**config.mk**
```make
export PLATFORM = sky130hd
export DESIGN_NAME = led_scan_capture
export DESIGN_NICKNAME = d
export VERILOG_FILES = /design/src/rtl/led_scan_pkg.sv /design/src/rtl/gpio_word_debounce.sv /design/src/rtl/led_scan_capture.sv
export SDC_FILE = /design/constraint.sdc
export NUM_CORES = 2
export LEC_CHECK = 0
export CORE_UTILIZATION = 55
export CTS_BUF_LIST = sky130_fd_sc_hd__clkbuf_16
export CTS_CLUSTER_SIZE = 24
export DETAILED_ROUTE_END_ITERATION = 8
export MAX_ROUTING_LAYER = met4
export PLACE_DENSITY = 0.79
export SLEW_MARGIN = 40
export SYNTH_ARGS = -nofsm -noshare
export SYNTH_HDL_FRONTEND = slang
export SYNTH_SLANG_ARGS = --single-unit
```
**constraint.sdc**
```tcl
create_clock -name CLK -period 56.6 [get_ports CLK]
set_clock_uncertainty 0.1 [all_clocks]
set_input_delay 11.32 -clock CLK [delete_from_list [all_inputs] [get_ports CLK]]
set_output_delay 11.32 -clock CLK [all_outputs]
set_load 0.1 [all_outputs]
```
**src/rtl/led_scan_pkg.sv**
```systemverilog
// Shared widths, frame types and bit-mapping helpers for the LED scan capture path.
package led_scan_pkg;

  localparam int unsigned ROWS    = 16;
  localparam int unsigned COLS    = 16;
  localparam int unsigned GPIO_W  = 36;
  localparam int unsigned ROW_LSB = 32;
  localparam int unsigned GRN_LSB = 16;
  localparam int unsigned RED_LSB = 0;
  localparam int unsigned ROW_W   = 4;

  typedef logic [COLS-1:0]            pixel_row_t;
  typedef logic [ROWS-1:0][COLS-1:0]  frame_t;
  typedef logic [GPIO_W-1:0]          gpio_word_t;
  typedef logic [ROW_W-1:0]           row_idx_t;

  // Publish sequencer: a completed scan spends exactly one cycle in PUB_COPY.
  typedef enum logic {
    PUB_IDLE = 1'b0,
    PUB_COPY = 1'b1
  } pub_state_t;

  // Column c of a pixel row is carried on field bit (COLS-1-c).
  function automatic pixel_row_t gpio_to_row(input pixel_row_t field);
    return {<<{field}};
  endfunction

  // Row select carried in the top nibble of the scan word.
  function automatic row_idx_t gpio_row(input gpio_word_t word);
    return word[ROW_LSB +: ROW_W];
  endfunction

endpackage

```
**src/rtl/gpio_word_debounce.sv**
```systemverilog
// Two-flop synchroniser plus dwell counter; flags a word once it has been stable long enough.
module gpio_word_debounce
  import led_scan_pkg::*;
#(
  parameter int unsigned STABLE_CYCLES = 4
)
(
  input  logic              clk,
  input  logic              rst,
  input  logic [GPIO_W-1:0] gpio_in,
  output logic [GPIO_W-1:0] word,
  output logic              accept_c
);

  localparam int unsigned     CNT_W   = $clog2(STABLE_CYCLES + 1);
  localparam logic [CNT_W-1:0] CNT_MAX = CNT_W'(STABLE_CYCLES);
  localparam logic [CNT_W-1:0] CNT_HIT = CNT_W'(STABLE_CYCLES - 1);

  logic [GPIO_W-1:0] sync1;
  logic [GPIO_W-1:0] sync2;
  logic [CNT_W-1:0]  dwell;

  // Synchronise the whole bus into the clock domain.
  always_ff @(posedge clk or posedge rst) begin
    if (rst) begin
      sync1 <= '0;
      sync2 <= '0;
    end else begin
      sync1 <= gpio_in;
      sync2 <= sync1;
    end
  end

  // Dwell count: sync1 is the next synchronised value, so a mismatch means sync2 is changing.
  // Saturating one past the hit value keeps the accept strobe to a single cycle per dwell.
  always_ff @(posedge clk or posedge rst) begin
    if (rst) begin
      dwell <= '0;
    end else if (sync1 != sync2) begin
      dwell <= '0;
    end else if (dwell != CNT_MAX) begin
      dwell <= dwell + CNT_W'(1);
    end
  end

  // Stable word and its one-shot accept.
  always_comb begin
    word     = sync2;
    accept_c = (dwell == CNT_HIT);
  end

endmodule

```
**src/rtl/led_scan_capture.sv**
```systemverilog
// Rebuilds red/green LED frames from the row-scan bus and publishes one frame per clean scan.
module led_scan_capture
  import led_scan_pkg::*;
#(
  parameter int unsigned STABLE_CYCLES = 4
)
(
  input  logic              CLK,
  input  logic              RST,
  input  logic [35:0]       GPIO_1,
  output logic [15:0][15:0] RedPixels,
  output logic [15:0][15:0] GrnPixels,
  output logic              frame_done,
  output logic [15:0]       row_valid,
  output logic              skip_err,
  output logic [7:0]        frame_count
);

  gpio_word_t word;
  logic       accept_c;

  row_idx_t   acc_row_c;
  pixel_row_t acc_red_c;
  pixel_row_t acc_grn_c;
  logic       repeat_c;
  logic       in_order_c;
  logic       last_row_c;
  logic       full_c;

  frame_t     shadow_red;
  frame_t     shadow_grn;

  pub_state_t state;
  pub_state_t state_n;
  row_idx_t   exp_row;
  row_idx_t   exp_row_n;
  row_idx_t   last_row;
  row_idx_t   last_row_n;
  logic       last_valid;
  logic       last_valid_n;
  pixel_row_t row_valid_n;
  logic       skip_err_n;

  gpio_word_debounce #(
    .STABLE_CYCLES (STABLE_CYCLES)
  ) u_debounce (
    .clk      (CLK),
    .rst      (RST),
    .gpio_in  (GPIO_1),
    .word     (word),
    .accept_c (accept_c)
  );

  // Decode the accepted word and classify its row against the scan history.
  always_comb begin
    acc_row_c  = gpio_row(word);
    acc_red_c  = gpio_to_row(word[RED_LSB +: COLS]);
    acc_grn_c  = gpio_to_row(word[GRN_LSB +: COLS]);
    repeat_c   = last_valid && (acc_row_c == last_row);
    in_order_c = (acc_row_c == exp_row);
    last_row_c = (acc_row_c == row_idx_t'(ROWS - 1));
    full_c     = &row_valid[ROWS-2:0];
  end

  // Shadow frame collects rows as they are accepted, including overwrites.
  always_ff @(posedge CLK or posedge RST) begin
    if (RST) begin
      shadow_red <= '0;
      shadow_grn <= '0;
    end else if (accept_c) begin
      shadow_red[acc_row_c] <= acc_red_c;
      shadow_grn[acc_row_c] <= acc_grn_c;
    end
  end

  // Row tracking and publish sequencing: next-state decisions.
  always_comb begin
    state_n      = PUB_IDLE;
    exp_row_n    = exp_row;
    last_row_n   = last_row;
    last_valid_n = last_valid;
    row_valid_n  = row_valid;
    skip_err_n   = skip_err;

    if (accept_c) begin
      last_row_n   = acc_row_c;
      last_valid_n = 1'b1;
      if (repeat_c) begin
        // Same row again with new data: overwrite only, scan position unchanged.
        row_valid_n[acc_row_c] = 1'b1;
      end else begin
        exp_row_n = acc_row_c + row_idx_t'(1);
        if (!in_order_c) begin
          skip_err_n = 1'b1;
        end
        if (last_row_c) begin
          // Closing row: publish only if every earlier row of this scan arrived.
          row_valid_n = '0;
          if (full_c) begin
            state_n = PUB_COPY;
          end else begin
            skip_err_n = 1'b1;
          end
        end else begin
          row_valid_n[acc_row_c] = 1'b1;
        end
      end
    end
  end

  // Row tracking and publish sequencing: state registers.
  always_ff @(posedge CLK or posedge RST) begin
    if (RST) begin
      state      <= PUB_IDLE;
      exp_row    <= '0;
      last_row   <= '0;
      last_valid <= 1'b0;
      row_valid  <= '0;
      skip_err   <= 1'b0;
    end else begin
      state      <= state_n;
      exp_row    <= exp_row_n;
      last_row   <= last_row_n;
      last_valid <= last_valid_n;
      row_valid  <= row_valid_n;
      skip_err   <= skip_err_n;
    end
  end

  // Published frame, done pulse and frame counter update together.
  always_ff @(posedge CLK or posedge RST) begin
    if (RST) begin
      RedPixels   <= '0;
      GrnPixels   <= '0;
      frame_done  <= 1'b0;
      frame_count <= '0;
    end else begin
      frame_done <= (state == PUB_COPY);
      if (state == PUB_COPY) begin
        RedPixels   <= shadow_red;
        GrnPixels   <= shadow_grn;
        frame_count <= frame_count + 8'd1;
      end
    end
  end

endmodule
```
# Word level (Yosys, flattened, before mapping)

Index checks and enable logic that the tools add are counted.

Word-level logic and storage cells: 110
Flip-flop bits (word level): 1135
Output and inout port bits: 538
Input port bits: 38

Add/subtract/negate cells: 3
Bitwise logic cells: 2
Reductions and logical operators: 5
Eq/ne operators: 6
Multiplexer cells: 17
Order comparisons: 2

Operator list:

| operator              | number |
|---|---|
| $bwmux W256           | 2 |
| $demux W16 S4         | 1 |
| $mux W16              | 3 |
| $ne A36 B36 Y1        | 1 |
| $or A16 B16 Y16       | 1 |
| $reduce_and A15 Y1    | 1 |
| $add A8 B1 Y8 const B | 1 |
| $eq A4 B4 Y1          | 2 |
| $mux W1               | 8 |
| $mux W3               | 2 |
| $lt A4 B5 Y1 const B  | 1 |
| $add A4 B1 Y4 const B | 1 |
| $demux W1 S4          | 1 |
| $eq A4 B4 Y1 const B  | 1 |
| $ge A4 B1 Y1 const B  | 1 |
| $add A3 B1 Y3 const B | 1 |
| $eq A3 B2 Y1 const B  | 1 |
| $ne A3 B3 Y1 const B  | 1 |
| $logic_and A1 B1 Y1   | 2 |
| $reduce_and A2 Y1     | 1 |
| $reduce_bool A2 Y1    | 1 |
| $not A1 Y1            | 1 |

# Logic depth before layout (Yosys ltp)

Depth after elaboration: 7
Gate-level depth with buffers: 10
Mapped depth without buffers: 6

# Modules after synthesis

A second synthesis with hierarchy kept.

Cell total of the unflattened synthesis: 2479
Area, all modules: 42433.2 sq um

By module, submodules not included:

| module             | cells an instance | sequential area each (sq um) | area an instance (sq um) | instances |
|---|---|---|---|---|
| led_scan_capture   | 2342              | 26525.4                      | 40063.4                  | 1 |
| gpio_word_debounce | 137               | 1876.8                       | 2369.8                   | 1 |

# Worst setup path before layout

No wires, ideal clock.

Path kind: flip-flop to output port
Start point: reg frame_count[0]
End point: out frame_count[0]
Data arrival time: 0.972 ns
Path slack: 44.208 ns
Required time: 45.180 ns
Buffers on the path: 0
Cell stages (with the launch flop): 1
Cell sequence: dfrtp_1

RTL lines:

| element                | line                    | source |
|---|---|---|
| from (decl)            | led_scan_capture.sv:16  | `output logic [7:0] frame_count` |
| from (signal assigned) | led_scan_capture.sv:142 | `frame_count <= frame_count + 8'd1;` |

No word-level cell between the ends.

==> results.cfg <==
[setup_path]
critPathMaxFanout = 131
crit_path_start_kind = primary input
end_kind = async pin
crit_arrival_ns = 13.90
path_class = primary input to async pin
worstPathRequired_ns = 57.22

[cts]
cts_buffers = 110
cts.sinks = 1135
cts_max_level = 3
tritoncts = yes
clkLatencyLatePin_ns = 0.66
cts_hold_buf = 0
root_buffer = clkbuf_16
postCtsSetupBuffers = 0
clkTransAtPathRegs_ns = 0.06
cts-resized-gates = 0
clock_path_buffers = 3

[power_and_ir_drop]
p_per_area_mw_per_mm2 = 30.8
ir_drop_uv = 24.7
p_leak_nw = 27.1

[global_route]
grt_usage_pct = 28.1
grt_pass1_wl_mm = 159
grt_antenna_before_repair = 7
grt_start_max_net_pins = 132
grt_pass1_vias = 24500
grt.overflow.total = 0

[placement]
place.detailed.hpwl_mm = 69.1
place.gp.congestion = 0.830
post-place-ws_ns = 42.46
port_buffers = 575
place_area_mm2 = 0.0464

[final_layout]
utilization_pct = 65.4
layout_commonest_cell = dfrtp_1
nets = 3090
final_cell_mix = dfrtp_1, mux2_2, buf_2
nFillCells = 5351
area_growth_pct = 17.4
fin_area_mm2 = 0.0498
multi_input_area_mm2 = 0.0132
drive_gt1_share_pct = 57.3
regArea_mm2 = 0.0284

[timing]
hold_viol_final = 0
slew_headroom_pct = 44.7
post-route-period-util_pct = 23.5
tightest_slew_ns = 0.830
holdWs_ns = 0.279
fmax_mhz = 75.3
worst_slack_ns = 43.32
slew_violations = 0
setup_tns_ns = 0
min_period_ns = 13.28
rsz0062_at_grt = no
finalSetupViolCount = 0

[die]
initial_core_util_pct = 55.7
die-width_um = 280
rows = 101
die_y_um = 280
ios = 576
core_area_mm2 = 0.0761
die_area_mm2 = 0.0782

[job]
cap_violations = 0

[synthesis]
postSynthAreaPerCell_um2 = 17.1
netlist_area_mm2 = 0.0424
syn_inst = 2478
synth_cell_types = 29
synth-warning-count = 0
synth.net_count = 2524
ys_seq_area_share_pct = 67.0
ys_ff_latch = 1135

[route]
drc = 0
routed_wl_mm = 106
dr.pass1.iters = 4
wl_per_cell_um = 25.4
drt_iter0_drc = 1388
antenna_left = 0
vias_per_cell = 5.53
num_vias = 23100

[status]
status = complete, no violations

[worst_hold_path]
min-delay-path-class = flip-flop to flip-flop
-- final cells by class --
cell class	instances	area share, %
clock inverters	93	1.11
clock buffers	111	5.58
diodes	6	0.0302
flip-flops and latches	1135	57.1
multi-input cells	1174	26.5
repair buffers	604	6.89
well taps	1030	2.59
inverters	19	0.168
-- metrics by stage --
stage,power [mW],instances
after global placement,0.864,3958
after floorplan,0.850,2478
after global routing,1.58,4169
after CTS,1.55,4166
after detailed placement,0.866,3962
final,1.53,4172
-- metal layers --
metal	global-route usage [%]	share of wire, %	vias up
met3	4.60	4.4	188
met4	9.95	3.5	0
met1	37.1	43	12500
met2	44.5	49	575
met5	-	0	-
li1	-	-	9821
-- path summary, 6_finish.rpt --
check,startpoint,end,slack [ns],cells past startpoint
max,RST,GrnPixels[197],43.32,4
min,u_debounce.sync1[10],u_debounce.word[10],0.28,0
max reg2reg,state,frame_count[7],52.74,7
min reg2reg,u_debounce.sync1[10],u_debounce.word[10],0.28,0
max in group CLK,frame_count[0],frame_count[0],43.55,1
min in group asynchronous,RST,GrnPixels[42],11.13,2
-- synth_stat cells --
cell type | count | share of area [%]
a21boi_0 | 12 | 0.21
a21o_1 | 1 | 0.018
and2_4 | 4 | 0.083
and3_1 | 3 | 0.044
buf_1 | 3 | 0.027
buf_2 | 74 | 0.87
buf_4 | 1 | 0.018
buf_6 | 18 | 0.48
clkbuf_1 | 54 | 0.48
dfrtp_1 | 1135 | 67
ha_1 | 8 | 0.24
inv_1 | 19 | 0.17
mux2_2 | 916 | 24
mux2_4 | 116 | 4.1
mux2i_1 | 1 | 0.024
nand2_1 | 15 | 0.13
nand3_1 | 9 | 0.11
nand4_1 | 8 | 0.12
nor2_2 | 1 | 0.015
nor2b_1 | 1 | 0.015
nor2b_4 | 2 | 0.065
nor4_1 | 13 | 0.19
nor4b_1 | 1 | 0.021
o21a_1 | 5 | 0.089
o21ai_0 | 2 | 0.024
o21bai_1 | 1 | 0.018
or2_2 | 1 | 0.015
xnor2_1 | 12 | 0.25
xor2_1 | 42 | 0.87
-- registers in the layout (all words and copies together), names as in the netlist, named ones only --
name and count:
GrnPixels 256, RedPixels 256, exp_row 4, frame_count 8, frame_done 1, last_row 4
last_valid 1, row_valid 15, shadow_grn 256, shadow_red 256, skip_err 1, state 1
u_debounce.dwell 3, u_debounce.sync1 36, u_debounce.word 36
-- power breakdown --
group,total [mW],internal [mW],switching (mW)
logic,0.0244,0.00561,0.0188
clock network,0.683,0.377,0.306
registers,0.826,0.814,0.0119
-- cell families (layout without fill, tap and decap cells) --
kind of cell / after synthesis / count (layout) / share of synthesized area, %
and+or+nand+nor: 58 / 58 / 0.806
DFF: 1135 / 1135 / 67.0
buffers and inverters: 169 / 827 / 2.04
xor gates and xnor gates: 54 / 54 / 1.12
other: 0 / 6 / 0
adders and majority gates: 8 / 8 / 0.236
AOI/OAI and AO/OA: 21 / 21 / 0.360
muxes: 1033 / 1033 / 28.5
-- worst max-delay path: stages --
cell and delay (ns):
clkdlybuf4s50_1 0.54, inv_12 0.51, buf_6 0.63, clkbuf_8 0.73
No activity file was read; power rests on OpenSTA's default activity.
